<file path="src/rtl/instruction_fetch_if.sv">
// Bundle of the pointer, memory and decode-facing signals of the fetch stage.
// The master side is the fetch block; the slave side is its environment.
interface instruction_fetch_if #(
    parameter int bits = 32
);
    logic [bits-1:0] pc;
    logic            incr;
    logic            flush;
    logic            mem_req;
    logic [bits-1:0] mem_addr;
    logic            mem_gnt;
    logic            mem_rvalid;
    logic [bits-1:0] mem_rdata;
    logic            inst_valid;
    logic            inst_ready;
    logic [bits-1:0] inst_data;
    logic [bits-1:0] inst_addr;

    // Handshakes: a memory request transfers on mem_req && mem_gnt; an instruction
    // transfers to decode on inst_valid && inst_ready. A valid never depends on its ready.
    modport master (
        input  pc, flush, mem_gnt, mem_rvalid, mem_rdata, inst_ready,
        output incr, mem_req, mem_addr, inst_valid, inst_data, inst_addr
    );

    modport slave (
        output pc, flush, mem_gnt, mem_rvalid, mem_rdata, inst_ready,
        input  incr, mem_req, mem_addr, inst_valid, inst_data, inst_addr
    );
endinterface

</file>
<file path="src/rtl/instruction_fetch.sv">
// In-order instruction fetch with a small reservation buffer between memory and decode.
// Redirects free the buffer and count still-outstanding responses so they can be discarded.
module instruction_fetch #(
    parameter int bits  = 32,
    parameter int isize = 2,
    parameter int depth = 2
) (
    input logic                 clk,
    input logic                 rst,
    instruction_fetch_if.master bus
);
    localparam int IW = (depth > 1) ? $clog2(depth) : 1;
    localparam int DW = $clog2(depth + 1);
    localparam logic [bits-1:0] ALIGN_MASK = ~((bits'(1) << isize) - bits'(1));

    typedef enum logic [1:0] {
        SLOT_FREE = 2'd0,
        SLOT_RSVD = 2'd1,
        SLOT_FILL = 2'd2
    } slot_e;

    slot_e           slot_q [depth];
    slot_e           slot_d [depth];
    logic [bits-1:0] addr_q [depth];
    logic [bits-1:0] addr_d [depth];
    logic [bits-1:0] data_q [depth];
    logic [bits-1:0] data_d [depth];
    logic [IW-1:0]   head_q, head_d;
    logic [IW-1:0]   tail_q, tail_d;
    logic [IW-1:0]   fill_q, fill_d;
    logic [DW-1:0]   drop_q, drop_d;

    logic [DW-1:0]   rsv_cnt;
    logic [DW-1:0]   occ_cnt;
    logic [bits-1:0] aligned_pc;
    logic            req;
    logic            grant;
    logic            pop;
    logic            resp_drop;
    logic            resp_live;
    logic [DW:0]     flush_drop;

    function automatic logic [IW-1:0] wrap_inc(input logic [IW-1:0] p);
        if (p == IW'(depth - 1)) begin
            return '0;
        end
        return p + 1'b1;
    endfunction

    always_comb begin
        rsv_cnt = '0;
        occ_cnt = '0;
        for (int i = 0; i < depth; i++) begin
            if (slot_q[i] == SLOT_RSVD) begin
                rsv_cnt = rsv_cnt + 1'b1;
            end
            if (slot_q[i] != SLOT_FREE) begin
                occ_cnt = occ_cnt + 1'b1;
            end
        end
    end

    assign aligned_pc     = bus.pc & ALIGN_MASK;
    assign req            = !rst && !bus.flush && (occ_cnt < DW'(depth));
    assign grant          = req && bus.mem_gnt;
    assign bus.mem_req    = req;
    assign bus.mem_addr   = aligned_pc;
    assign bus.incr       = grant;
    assign bus.inst_valid = !rst && (slot_q[head_q] == SLOT_FILL);
    assign bus.inst_data  = data_q[head_q];
    assign bus.inst_addr  = addr_q[head_q];

    assign pop       = bus.inst_valid && bus.inst_ready;
    assign resp_drop = bus.mem_rvalid && (drop_q != '0);
    // A response with nothing reserved and nothing to drop is a protocol error and is ignored.
    assign resp_live = bus.mem_rvalid && (drop_q == '0) && (rsv_cnt != '0);

    // Every slot reserved before the redirect still has a response coming, minus one
    // if that response is arriving right now.
    assign flush_drop = {1'b0, drop_q} + {1'b0, rsv_cnt}
                      - (DW + 1)'(resp_drop || resp_live);

    always_comb begin
        slot_d = slot_q;
        addr_d = addr_q;
        data_d = data_q;
        head_d = head_q;
        tail_d = tail_q;
        fill_d = fill_q;
        drop_d = drop_q;

        if (bus.flush) begin
            for (int i = 0; i < depth; i++) begin
                slot_d[i] = SLOT_FREE;
            end
            head_d = '0;
            tail_d = '0;
            fill_d = '0;
            // Saturates only if a second redirect lands before earlier drops drain.
            if (flush_drop > (DW + 1)'(depth)) begin
                drop_d = DW'(depth);
            end else begin
                drop_d = flush_drop[DW-1:0];
            end
        end else begin
            if (pop) begin
                slot_d[head_q] = SLOT_FREE;
                head_d         = wrap_inc(head_q);
            end
            if (grant) begin
                slot_d[tail_q] = SLOT_RSVD;
                addr_d[tail_q] = aligned_pc;
                tail_d         = wrap_inc(tail_q);
            end
            if (resp_live) begin
                slot_d[fill_q] = SLOT_FILL;
                data_d[fill_q] = bus.mem_rdata;
                fill_d         = wrap_inc(fill_q);
            end
            if (resp_drop) begin
                drop_d = drop_q - 1'b1;
            end
        end
    end

    always_ff @(posedge clk) begin
        if (rst) begin
            for (int i = 0; i < depth; i++) begin
                slot_q[i] <= SLOT_FREE;
                addr_q[i] <= '0;
                data_q[i] <= '0;
            end
            head_q <= '0;
            tail_q <= '0;
            fill_q <= '0;
            drop_q <= '0;
        end else begin
            for (int i = 0; i < depth; i++) begin
                slot_q[i] <= slot_d[i];
                addr_q[i] <= addr_d[i];
                data_q[i] <= data_d[i];
            end
            head_q <= head_d;
            tail_q <= tail_d;
            fill_q <= fill_d;
            drop_q <= drop_d;
        end
    end
endmodule

</file>
<file path="src/flat_wrapper.sv">
// flat-port wrapper written by rule: the top's interface ports become plain ports
module instruction_fetch_flat 
#(
    parameter int bits  = 32,
    parameter int isize = 2,
    parameter int depth = 2
)
  (clk, rst, bus_pc, bus_flush, bus_mem_gnt, bus_mem_rvalid, bus_mem_rdata, bus_inst_ready, bus_incr, bus_mem_req, bus_mem_addr, bus_inst_valid, bus_inst_data, bus_inst_addr);
  instruction_fetch_if #(.bits(bits)) bus_i ();
  input logic clk;
  input logic rst;
  input wire logic [$bits(bus_i.pc)-1:0] bus_pc;
  input wire logic [$bits(bus_i.flush)-1:0] bus_flush;
  input wire logic [$bits(bus_i.mem_gnt)-1:0] bus_mem_gnt;
  input wire logic [$bits(bus_i.mem_rvalid)-1:0] bus_mem_rvalid;
  input wire logic [$bits(bus_i.mem_rdata)-1:0] bus_mem_rdata;
  input wire logic [$bits(bus_i.inst_ready)-1:0] bus_inst_ready;
  output wire logic [$bits(bus_i.incr)-1:0] bus_incr;
  output wire logic [$bits(bus_i.mem_req)-1:0] bus_mem_req;
  output wire logic [$bits(bus_i.mem_addr)-1:0] bus_mem_addr;
  output wire logic [$bits(bus_i.inst_valid)-1:0] bus_inst_valid;
  output wire logic [$bits(bus_i.inst_data)-1:0] bus_inst_data;
  output wire logic [$bits(bus_i.inst_addr)-1:0] bus_inst_addr;
  assign bus_i.pc = bus_pc;
  assign bus_i.flush = bus_flush;
  assign bus_i.mem_gnt = bus_mem_gnt;
  assign bus_i.mem_rvalid = bus_mem_rvalid;
  assign bus_i.mem_rdata = bus_mem_rdata;
  assign bus_i.inst_ready = bus_inst_ready;
  assign bus_incr = bus_i.incr;
  assign bus_mem_req = bus_i.mem_req;
  assign bus_mem_addr = bus_i.mem_addr;
  assign bus_inst_valid = bus_i.inst_valid;
  assign bus_inst_data = bus_i.inst_data;
  assign bus_inst_addr = bus_i.inst_addr;
  instruction_fetch #(.bits(bits), .isize(isize), .depth(depth)) u_core (.clk(clk), .rst(rst), .bus(bus_i));
endmodule
</file>
<file path="config.mk">
export PLATFORM = sky130hd
export DESIGN_NAME = instruction_fetch_flat
export DESIGN_NICKNAME = d
export VERILOG_FILES = /design/src/rtl/instruction_fetch_if.sv /design/src/rtl/instruction_fetch.sv /design/src/flat_wrapper.sv
export SDC_FILE = /design/constraint.sdc
export NUM_CORES = 1
export LEC_CHECK = 0
export BUFFER_PORTS_ARGS = -buffer_cell sky130_fd_sc_hd__buf_2
export CAP_MARGIN = 15
export CORE_UTILIZATION = 54
export CTS_BUF_LIST = sky130_fd_sc_hd__clkbuf_4 sky130_fd_sc_hd__clkbuf_8 sky130_fd_sc_hd__clkbuf_16
export DETAILED_ROUTE_END_ITERATION = 6
export PLACE_DENSITY_LB_ADDON = 0.2
export SLEW_MARGIN = 20
export SYNTH_ARGS = -nofsm -noshare
export SYNTH_HDL_FRONTEND = slang
export SYNTH_SLANG_ARGS = --single-unit
export TNS_END_PERCENT = 50
</file>
<file path="constraint.sdc">
create_clock -name clk -period 3.58 [get_ports clk]
set_input_delay 0.358 -clock clk [delete_from_list [all_inputs] [get_ports clk]]
set_output_delay 0.358 -clock clk [all_outputs]
set_load 0.02 [all_outputs]
</file>
==> results.rst, run 1 <==
.. list-table::
   :header-rows: 1

   * - Metric
     - Value
   * - Cell types with the largest area share after synthesis
     - dfxtp_1 40%, mux2_2 10%, o21ai_0 9.4%
   * - Type of the worst setup path
     - flop to flop
   * - Share of async-settable or async-resettable flops after synthesis
     - 0%
   * - Kind of end point of the critical path
     - flop
   * - Detail Placement HPWL
     - 9807 um
   * - Starting utilization of the core area
     - 55.48%
   * - Number of input and output port buffers inserted
     - 162
   * - Antenna violations before repair
     - 0
   * - Placement row count
     - 40
   * - Yosys warning count
     - 0
   * - Post-synthesis cell type count
     - 45
   * - Y dimension of the die
     - 113.1 um
   * - Root buffer selected by CTS
     - clkbuf_16
   * - Count of clock tree sinks
     - 133
   * - Bufs on Longest Clock Path
     - 2
   * - Post-synthesis to final-layout area growth
     - 15.66%
   * - Share of the yosys chip area belonging to registers
     - 39.95%
   * - Total setup violations reported at the end of the flow
     - 0
   * - Max rail drop VDD
     - 0.0003418 V
   * - Die X
     - 113.1 um
   * - Transition time at the pin with the least slew margin
     - 0.8586 ns
   * - Count of final max-slew check failures
     - 0
   * - Area of the mapped netlist
     - 6664 sq um
   * - Syn avg cell area
     - 8.632 sq um
   * - Maximum number of pins on one net before global-route repair
     - 96
   * - First-pass GRT wire length
     - 26750 um
   * - GR Overflow Total
     - 0
   * - Post-route DRC
     - 0
   * - Cells resized by post-CTS repair
     - 0
   * - Fmax achieved
     - 347.8 MHz
   * - Setup repair after global routing missed its margin
     - false
   * - Proportion of netlist area held by the largest area contributor
     - 39.95%
   * - Clock insertion delay at the later pin of the skew report
     - 0.42 ns
   * - Total placed cells including tap cells
     - 987
   * - Min cycle time layout
     - 2.875 ns
   * - Share of cells above drive strength 1
     - 32.00%
   * - TritonCTS clock tree
     - built
   * - Total count of hold-check failures in the final report
     - 0
   * - Required time of the critical path
     - 3.91 ns
   * - Area of the die
     - 12790 sq um
   * - Commonest cells in the synthesized netlist
     - 133 x dfxtp_1, 125 x o21ai_0, 63 x a21oi_1, 62 x mux2_2, 61 x nand3_1
   * - Placeable Area
     - 12010 sq um
   * - Final core area utilization
     - 64.17%
   * - Most frequently used flop master after synthesis
     - dfxtp_1
   * - Yosys top cell by area
     - dfxtp_1
   * - Critical path startpoint category
     - flop
   * - Pre-antenna DRT Iters
     - 5
   * - PD cells
     - 456.0 nW/um^2
   * - Result of the run
     - complete, no violations
   * - Total of flip-flops plus latches after synthesis
     - 133
   * - Post-DRT Antenna Nets
     - 0
   * - Max-cap violation count
     - 0
   * - Number of H-tree levels
     - 4
   * - Routed via count divided by cell count
     - 5.765
   * - Most frequently used cell type in the post-synthesis netlist
     - dfxtp_1
   * - Total wire length after detailed routing
     - 16690 um
   * - Filler cell count
     - 1016
   * - Total vias in the final route
     - 5875
   * - Vias in the first global route
     - 5591
   * - Ports placed on the boundary
     - 169
   * - Overall power consumption
     - 3.515 mW
   * - Post-CTS Hold Fix Bufs
     - 0
   * - Final net count
     - 936
   * - Worst-case clock skew
     - 0.005238 ns
   * - CTS clk-pin slew, worst paths
     - 0.05 ns
   * - Gpl congestion
     - 0.7351
   * - Number of synthesized flops with an enable pin
     - 0
   * - Accumulated negative setup slack
     - 0 ns
   * - Final hold slack
     - 0.2079 ns
   * - Final non-filler cell total
     - 1019
   * - 1st-iter DRT viols
     - 508
   * - Total setup buffers inserted after CTS
     - 0
   * - Worst-case headroom to the max-slew limit
     - 42.76%
   * - Total CTS buffers
     - 17
   * - Maximum net fanout on the critical path
     - 5
   * - Arrival time reported for the critical path endpoint
     - 3.21 ns
   * - Leakage power summed over all cells
     - 3.245 nW
   * - Global routing usage summed across all routing layers
     - 26.42%
   * - Routed WL per cell
     - 16.37 um
   * - Diodes inserted
     - 0
   * - Period utilisation layout
     - 80.32%
   * - Post-synthesis instance total
     - 772
   * - Worst min-delay path category
     - primary input to flop
-- cell type report --
type	count	area (sq um)	area share, %
inverter	10	37.54	0.4870
multi-input combinational	526	3356	43.54
tap	147	183.9	2.386
timing repair buffer	171	880.8	11.43
sequential	133	2664	34.56
clock buffer	22	481.7	6.250
clock inverter	10	103.9	1.347
-- worst max-delay path, stage by stage, from the launching register on --
cell and delay (ns):
dfxtp_1 0.44, inv_1 0.12, nor2_1 0.15, inv_1 0.06, ha_1 0.23, a21boi_0 0.19, ha_1 0.25, inv_1 0.06
ha_1 0.16, fa_1 0.42, nand2b_1 0.17, or3b_1 0.37, a211oi_1 0.19
-- placed cells by master (no fill, tap or decap), drive strengths merged, types with 2 or more instances in the layout --
master and n:
inv 10, conb 4, nand3b 3, nand2 3, and2b 8, o22ai 4
or2 3, buf 171, ha 6, nand3 61, nor2b 57, a21oi 63
clkbuf 22, nor2 5, dfxtp 133, mux2 62, nor3 3, o211a 2
o21ai 189, nand4bb 2, nand2b 35, bufinv 2, clkinv 8
-- worst paths after layout --
path              slack (ns)                      startpoint  depth (start not counted)                        endpoint
setup / recovery        0.70     u_core.slot_q[2]$_SDFF_PP0_                         12   u_core.drop_q[0]$_SDFFE_PP0P_
hold / removal          0.21               bus_mem_rdata[30]                          3  u_core.data_q[62]$_SDFFE_PP0P_
setup reg to reg        0.70     u_core.slot_q[2]$_SDFF_PP0_                         12   u_core.drop_q[0]$_SDFFE_PP0P_
hold reg to reg         0.46  u_core.addr_q[63]$_SDFFE_PP0P_                          2  u_core.addr_q[63]$_SDFFE_PP0P_
-- per-layer routing --
layer	global-route usage [%]	part of all wire, %	wire length, um	vias up
li1	-	-	-	2840
met5	0	0	0	-
met1	32.74	43	7224	2814
met3	5.463	5.1	846	26
met4	10.70	1.8	306	0
met2	44.87	50	8307	195
-- through the flow --
stage	setup WS [ns]	cell area (sq um)
after floorplan	1.030	6675
after global placement	0.8402	7122
after detailed placement	0.7409	7122
after CTS	0.7061	7707
after global routing	0.4879	7707
final	0.7046	7707
-- state kept, by name (all words and copies together) (netlist names) --
signal,cells
u_core.addr_q,60
u_core.drop_q,2
u_core.data_q,64
u_core.fill_q,1
u_core.slot_q,4
u_core.head_q,1
u_core.tail_q,1
-- logic make-up after synthesis --
logic type,synth area share [%]
mux,10.48
fa+ha+maj,1.427
buf+inv,10.08
xor+xnor,0.1315
flops,39.95
other cells,0.05627
compound gates,20.65
simple gates,17.22
-- report_power, final --
group / total, mW / internal, mW / leakage [nW] / switching (mW)
clock: 1.72 / 1.09 / 0.300 / 0.629
combinational: 0.289 / 0.107 / 1.87 / 0.182
sequential: 1.51 / 1.50 / 1.07 / 0.00996
total: 3.51 / 2.69 / 3.25 / 0.821
Power figures use the tool's default switching activity.
==> run 2, diff against run 1 <==
Settings changed: CORE_UTILIZATION 54 to 48.
Clock period 3.58 ns to 2.5 ns, I/O delays scaled along.
==> run 2 against run 1 <==
Die area is 12% higher. Highest routed layer unchanged. Register-to-register slack worse by 0.74 ns. Critical path depth is 1 higher. Wire length is 2.0% higher. Sequential share of layout area is 1.0 points lower. The flow now finishes with violations (setup timing). Clock skew is 0.0015 ns higher. Sequential power is 43% higher.
==> results.rst, run 2 (same netlist as run 1, synthesis figures left out) <==
.. list-table::
   :header-rows: 1

   * - Metric
     - Value
   * - Result of the run
     - finished with violations
   * - Violated checks
     - setup timing
   * - Critical path startpoint category
     - flop
   * - Worst-case clock skew
     - 0.006774 ns
   * - Final net count
     - 952
   * - Register ranked first by flip-flop count
     - u_core.data_q
   * - Most common cell after layout, fill and taps aside
     - buf_2
   * - Worst r2r src
     - u_core.slot_q[2]$_SDFF_PP0_
   * - Hold Path Depth
     - 3
   * - TritonCTS clock tree
     - built
   * - Required time of the critical path
     - 2.84 ns
   * - Routed WL per cell
     - 16.00 um
   * - Fmax achieved
     - 395.1 MHz
   * - Setup repair after global routing missed its margin
     - true
   * - Switching part of the total
     - 22.47%
   * - Total setup violations reported at the end of the flow
     - 1
   * - Clock insertion delay at the later pin of the skew report
     - 0.41 ns
   * - Antenna violations before repair
     - 0
   * - Placeable Area
     - 13400 sq um
   * - Switching power
     - 1.129 mW
   * - Placement row count
     - 42
   * - Flip-flop count of the largest register after layout
     - 64
   * - Hold EP
     - u_core.addr_q[51]$_SDFFE_PP0P_
   * - Regs by FF count
     - u_core.data_q: 64 flops, u_core.addr_q: 60 flops, u_core.slot_q: 4 flops
   * - Ports placed on the boundary
     - 169
   * - GR Overflow Total
     - 0
   * - Maximum net fanout on the critical path
     - 2
   * - Proportion of power drawn by flip-flops and latches
     - 43.1%
   * - Post-route DRC
     - 0
   * - Max rail drop VDD
     - 0.0004257 V
   * - Final Worst Setup Slack
     - -0.03098 ns
   * - Worst min-delay path category
     - primary input to flop
   * - Routed via count divided by cell count
     - 5.603
   * - Post-DRT Antenna Nets
     - 0
   * - Internal Pwr Total
     - 3.895 mW
   * - Post-synthesis to final-layout area growth
     - 19.23%
   * - Total vias in the final route
     - 5956
   * - Stage delay of the slowest cell on the critical path
     - 0.42 ns
   * - Share of cells above drive strength 1
     - 34.50%
   * - Chain of cells forming the critical path
     - inv_2, nor2_4, buf_4, buf_4, buf_4, ha_1, inv_1, ha_1, inv_2, fa_2, nand2b_4, or3b_1, a211oi_2
   * - 1st-iter DRT viols
     - 563
   * - Root buffer selected by CTS
     - clkbuf_16
   * - Number of input and output port buffers inserted
     - 162
   * - Filler cell count
     - 1201
   * - Area of the die
     - 14360 sq um
   * - Slack of the worst reg-to-reg path
     - -0.03 ns
   * - CTS clk-pin slew, worst paths
     - 0.06 ns
   * - Count of final max-slew check failures
     - 0
   * - Start point of the worst hold path
     - bus_pc[19]
   * - Part of the power in the clock network
     - 48.1%
   * - Min cycle time layout
     - 2.531 ns
   * - PD cells
     - 632.3 nW/um^2
   * - Number of H-tree levels
     - 4
   * - Most used cell along the critical path
     - buf_4
   * - Standard cell area after detailed placement
     - 7295 sq um
   * - Kind of end point of the critical path
     - flop
   * - Gpl congestion
     - 0.7392
   * - Final core area utilization
     - 59.29%
   * - Total wire length after detailed routing
     - 17010 um
   * - Pre-CTS worst setup slack
     - -0.1449 ns
   * - Worst-case headroom to the max-slew limit
     - 57.71%
   * - Global routing usage summed across all routing layers
     - 23.79%
   * - Period utilisation layout
     - 101.2%
   * - Arrival time reported for the critical path endpoint
     - 2.87 ns
   * - Die X
     - 119.8 um
   * - Number of cells on the worst reg-to-reg path
     - 13
   * - Detail Placement HPWL
     - 10440 um
   * - Worst flop-to-flop path endpoint
     - u_core.drop_q[0]$_SDFFE_PP0P_
   * - Transition time at the pin with the least slew margin
     - 0.6343 ns
   * - Maximum number of pins on one net before global-route repair
     - 61
   * - Total count of hold-check failures in the final report
     - 0
   * - Starting utilization of the core area
     - 49.73%
   * - Bufs on Longest Clock Path
     - 2
   * - Post-CTS Hold Fix Bufs
     - 0
   * - Pre-antenna DRT Iters
     - 5
   * - Cell type of the slowest stage on the worst timing path
     - fa_2
   * - Type of the worst setup path
     - flop to flop
   * - First-pass GRT wire length
     - 27350 um
   * - Logic gate share of total power
     - 8.8%
   * - Vias in the first global route
     - 5814
   * - Max-cap violation count
     - 0
   * - Diodes inserted
     - 0
   * - Total CTS buffers
     - 17
   * - Leakage power summed over all cells
     - 3.335 nW
   * - Y dimension of the die
     - 119.8 um
   * - Count of clock tree sinks
     - 133
   * - Commonest cells after routing, fill and taps aside
     - 161 x buf_2, 130 x dfxtp_1, 125 x o21ai_0
   * - Area of all placed cells without fillers
     - 7945 sq um
run 2: cell count changes in the layout (fill, tap and decap cells not counted), moves of 2 or more:
cell | before | now
inv_2 | 0 | 3
clkbuf_4 | 2 | 5
clkinv_2 | 7 | 2
ha_1 | 6 | 4
dfxtp_1 | 132 | 130
clkbuf_8 | 3 | 6
buf_4 | 10 | 23
inv_1 | 10 | 7
dfxtp_2 | 1 | 3
buf_12 | 0 | 3
run 2: through the flow:
stage / power [mW] / TNS, ns / hold WS, ns / std cells
floorplan: 2.512 / 0 / 0.3944 / 775
global placement: 2.612 / -0.02566 / 0.4469 / 1029
detailed placement: 2.631 / -0.1449 / 0.4585 / 1029
CTS: 5.054 / -0.08908 / 0.08903 / 1063
global route: 5.214 / -0.09370 / 0.1035 / 1063
finish: 5.024 / -0.03098 / 0.1029 / 1063
run 2: worst max-delay path: cells and delay by family, from the launching register on:
kind | cells | cell delay [ns]
adder cells (fa/ha/maj) | 3 | 0.83
AO/OA/AOI/OAI | 1 | 0.17
buffers and inverters | 6 | 0.55
flip-flops | 1 | 0.32
AND/OR/NAND/NOR | 3 | 0.56
run 2: how the worst max path moves through the flow:
stage,slack (ns),to,start
floorplan,0.01,u_core.drop_q[0]$_SDFFE_PP0P_,u_core.slot_q[2]$_SDFF_PP0_
global placement,-0.03,u_core.drop_q[0]$_SDFFE_PP0P_,u_core.slot_q[2]$_SDFF_PP0_
detailed placement,-0.14,u_core.drop_q[0]$_SDFFE_PP0P_,u_core.slot_q[2]$_SDFF_PP0_
CTS,-0.09,u_core.drop_q[0]$_SDFFE_PP0P_,u_core.slot_q[2]$_SDFF_PP0_
global route,-0.09,u_core.drop_q[0]$_SDFFE_PP0P_,u_core.slot_q[2]$_SDFF_PP0_
finish,-0.03,u_core.drop_q[0]$_SDFFE_PP0P_,u_core.slot_q[2]$_SDFF_PP0_
run 2: area by class of cell:
cell class / count / area (sq um) / share of cell area (%)
well taps: 176 / 220.2 / 2.772
clock buffers: 28 / 545.5 / 6.866
clock inverters: 3 / 40.04 / 0.5039
flip-flops and latches: 133 / 2666 / 33.56
repair buffers: 187 / 1039 / 13.07
inverters: 10 / 37.54 / 0.4724
multi-input cells: 526 / 3397 / 42.76
run 2: timing repair:
item                                   4_1_cts  5_1_grt
endpoints found under the hold margin        0        0
resized for setup                            7        6
setup endpoints to repair                    1        1
pin swaps                                    7        3
buffers inserted                             3        0
run 2: layer usage:
| metal | wire, um | vias to the layer above | GRT usage, % |
|---|---|---|---|
| li1 | - | 2870 | - |
| met1 | 7252 | 2872 | 28.87 |
| met2 | 8574 | 188 | 40.75 |
| met3 | 873 | 26 | 5.846 |
| met4 | 314 | 0 | 8.438 |
| met5 | 0 | - | 0 |
run 2: power by group through the flow:
| stage | combinational [mW] | sequential (mW) | clock (mW) |
|---|---|---|---|
| final | 0.444 | 2.16 | 2.42 |
| after global routing | 0.480 | 2.17 | 2.57 |
| after CTS | 0.437 | 2.16 | 2.45 |
| after detailed placement | 0.422 | 2.21 | 0 |
| after global placement | 0.406 | 2.21 | 0 |
| after floorplan | 0.307 | 2.20 | 0 |
==> run 3, diff against run 2 <==
Settings changed: CORE_MARGIN set to 2.
==> run 3 against run 2 <==
The flow now finishes without violations. Flip-flop and latch count unchanged. Register-to-register slack better by 0.04 ns. First-iteration DRC count shrank 15%. Highest routed layer unchanged. Sequential share of layout area rose by 0.42 points. Utilization fell by 2.1 points. Via count down 0.52%. Wire length rose by 0.12%. Total power down 3.5%. Clock skew is 0.00094 ns higher. Worst setup slack improved by 0.038 ns.
==> results.rst, run 3 (same netlist as run 1, synthesis figures left out) <==
.. list-table::
   :header-rows: 1

   * - Metric
     - Value
   * - CTS clk-pin slew, worst paths
     - 0.06 ns
   * - Maximum net fanout on the critical path
     - 2
   * - Total placed cells including tap cells
     - 1032
   * - Commonest cells after routing, fill and taps aside
     - 161 x buf_2, 131 x dfxtp_1, 125 x o21ai_0
   * - Max rail drop VDD
     - 0.0004500 V
   * - Worst min-delay path category
     - primary input to flop
   * - Total routed wire length on the met1 layer
     - 7688 um
   * - Bufs on Longest Clock Path
     - 2
   * - Min cycle time layout
     - 2.493 ns
   * - Final Worst Setup Slack
     - 0.006664 ns
   * - Final net count
     - 949
   * - Critical path startpoint category
     - flop
   * - Post-synthesis to final-layout area growth
     - 17.82%
   * - Storage cell area
     - 2668 sq um
   * - PD cells
     - 617.4 nW/um^2
   * - 1st-iter DRT viols
     - 478
   * - Antenna violations before repair
     - 0
   * - Y dimension of the die
     - 121.8 um
   * - Ports placed on the boundary
     - 169
   * - Most common cell after layout, fill and taps aside
     - buf_2
   * - Register ranked first by flip-flop count
     - u_core.data_q
   * - Maximum number of pins on one net before global-route repair
     - 101
   * - Starting utilization of the core area
     - 48.57%
   * - Number of input and output port buffers inserted
     - 162
   * - Uppermost layer routed
     - met4
   * - Accumulated negative setup slack
     - 0 ns
   * - Count of clock tree sinks
     - 133
   * - First-pass GRT wire length
     - 27370 um
   * - Area of the die
     - 14840 sq um
   * - Final core area utilization
     - 57.23%
   * - Detail Placement HPWL
     - 10490 um
   * - Result of the run
     - complete, no violations
   * - Flip-flop count of the largest register after layout
     - 64
   * - Routed via count divided by cell count
     - 5.579
   * - Post-route DRC
     - 0
   * - Total vias in the final route
     - 5925
   * - Pre-antenna DRT Iters
     - 5
   * - Routed WL per cell
     - 16.04 um
   * - Routed length on met3
     - 787 um
   * - TritonCTS clock tree
     - built
   * - Type of the worst setup path
     - flop to flop
   * - Final non-filler cell total
     - 1062
   * - Regs by FF count
     - u_core.data_q: 64 flops, u_core.addr_q: 60 flops, u_core.slot_q: 4 flops
   * - Cell type of the slowest stage on the worst timing path
     - fa_1
   * - Leakage power summed over all cells
     - 3.296 nW
   * - Max-cap violation count
     - 0
   * - Total count of hold-check failures in the final report
     - 0
   * - Total setup violations reported at the end of the flow
     - 0
   * - Clock insertion delay at the later pin of the skew report
     - 0.41 ns
   * - Worst-case headroom to the max-slew limit
     - 51.22%
   * - Transition time at the pin with the least slew margin
     - 0.7317 ns
   * - Met2 wirelength from detailed routing
     - 8172 um
   * - Total wire length after detailed routing
     - 17030 um
   * - Diodes inserted
     - 0
   * - Count of final max-slew check failures
     - 0
   * - GR Overflow Total
     - 0
   * - Chain of cells forming the critical path
     - inv_2, nor2_4, inv_1, ha_2, a21boi_1, ha_1, inv_1, ha_2, fa_1, nand2b_4, or3b_4, a211oi_2
   * - Required time of the critical path
     - 2.83 ns
   * - Vias in the first global route
     - 5701
   * - Stage delay of the slowest cell on the critical path
     - 0.43 ns
   * - Pre-CTS worst setup slack
     - -0.1483 ns
   * - Total CTS buffers
     - 17
   * - Post-CTS Hold Fix Bufs
     - 0
   * - Number of H-tree levels
     - 4
   * - Gpl congestion
     - 0.7738
   * - Period utilisation layout
     - 99.73%
   * - Filler cell count
     - 1234
   * - Kind of end point of the critical path
     - flop
   * - Global routing usage summed across all routing layers
     - 23.00%
   * - Area of combinational cells with multiple inputs
     - 3383 sq um
   * - Worst-case clock skew
     - 0.007711 ns
   * - Die X
     - 121.8 um
   * - Post-DRT Antenna Nets
     - 0
   * - Placement row count
     - 43
   * - Arrival time reported for the critical path endpoint
     - 2.82 ns
   * - Setup repair after global routing missed its margin
     - true
   * - Fmax achieved
     - 401.1 MHz
   * - Root buffer selected by CTS
     - clkbuf_16
   * - Placeable Area
     - 13720 sq um
   * - Share of cells above drive strength 1
     - 33.67%
run 3: repair_timing:
| action | CTS | global route |
|---|---|---|
| setup buffers | 1 | 0 |
| resized for setup | 7 | 1 |
| setup endpoints to repair | 1 | 2 |
| cloned | 0 | 0 |
| pin swaps | 4 | 1 |
run 3: area by class of cell:
| cell class | count | area share [%] |
|---|---|---|
| flip-flops and latches | 133 | 33.98 |
| multi-input cells | 526 | 43.09 |
| clock buffers | 24 | 6.486 |
| repair buffers | 184 | 12.78 |
| clock inverters | 5 | 0.3187 |
| well taps | 180 | 2.869 |
| inverters | 10 | 0.4781 |
run 3: metal layers:
layer | track usage, % | vias to the layer above
met2 | 36.70 | 160
met3 | 4.401 | 28
met5 | 0 | -
li1 | - | 2869
met1 | 30.36 | 2868
met4 | 9.986 | 0
run 3: final timing paths:
check | start | endpoint | slack, ns | cells after the start
setup reg to reg | u_core.slot_q[2]$_SDFF_PP0_ | u_core.drop_q[0]$_SDFFE_PP0P_ | 0.007 | 12
setup / recovery | u_core.slot_q[2]$_SDFF_PP0_ | u_core.drop_q[0]$_SDFFE_PP0P_ | 0.007 | 12
hold reg to reg | u_core.addr_q[63]$_SDFFE_PP0P_ | u_core.addr_q[63]$_SDFFE_PP0P_ | 0.47 | 2
hold / removal | bus_mem_rdata[14] | u_core.data_q[14]$_SDFFE_PP0P_ | 0.10 | 3
run 3: where the power goes:
| part | leakage (nW) | switching (mW) | total, mW | internal [mW] |
|---|---|---|---|---|
| Clock | 0.274 | 0.848 | 2.24 | 1.39 |
| Sequential | 1.08 | 0.0140 | 2.16 | 2.15 |
| Combinational | 1.95 | 0.271 | 0.445 | 0.173 |
run 3: critical path: cells and delay by family (launching register included):
family	cells	cell delay, ns
buffers and inverters	3	0.16
AND/OR/NAND/NOR	3	0.62
flip-flops	1	0.33
AO/OA/AOI/OAI	2	0.29
adder cells (fa/ha/maj)	4	1.02
run 3: through the flow:
step                area [sq um]  power [mW]  hold WS (ns)
floorplan                   6676       2.512        0.3944
global placement            7282       2.613        0.4464
detailed placement          7282       2.632        0.4621
CTS                         7846       4.888       0.08570
global route                7851       5.025        0.1002
finish                      7851       4.848        0.1036
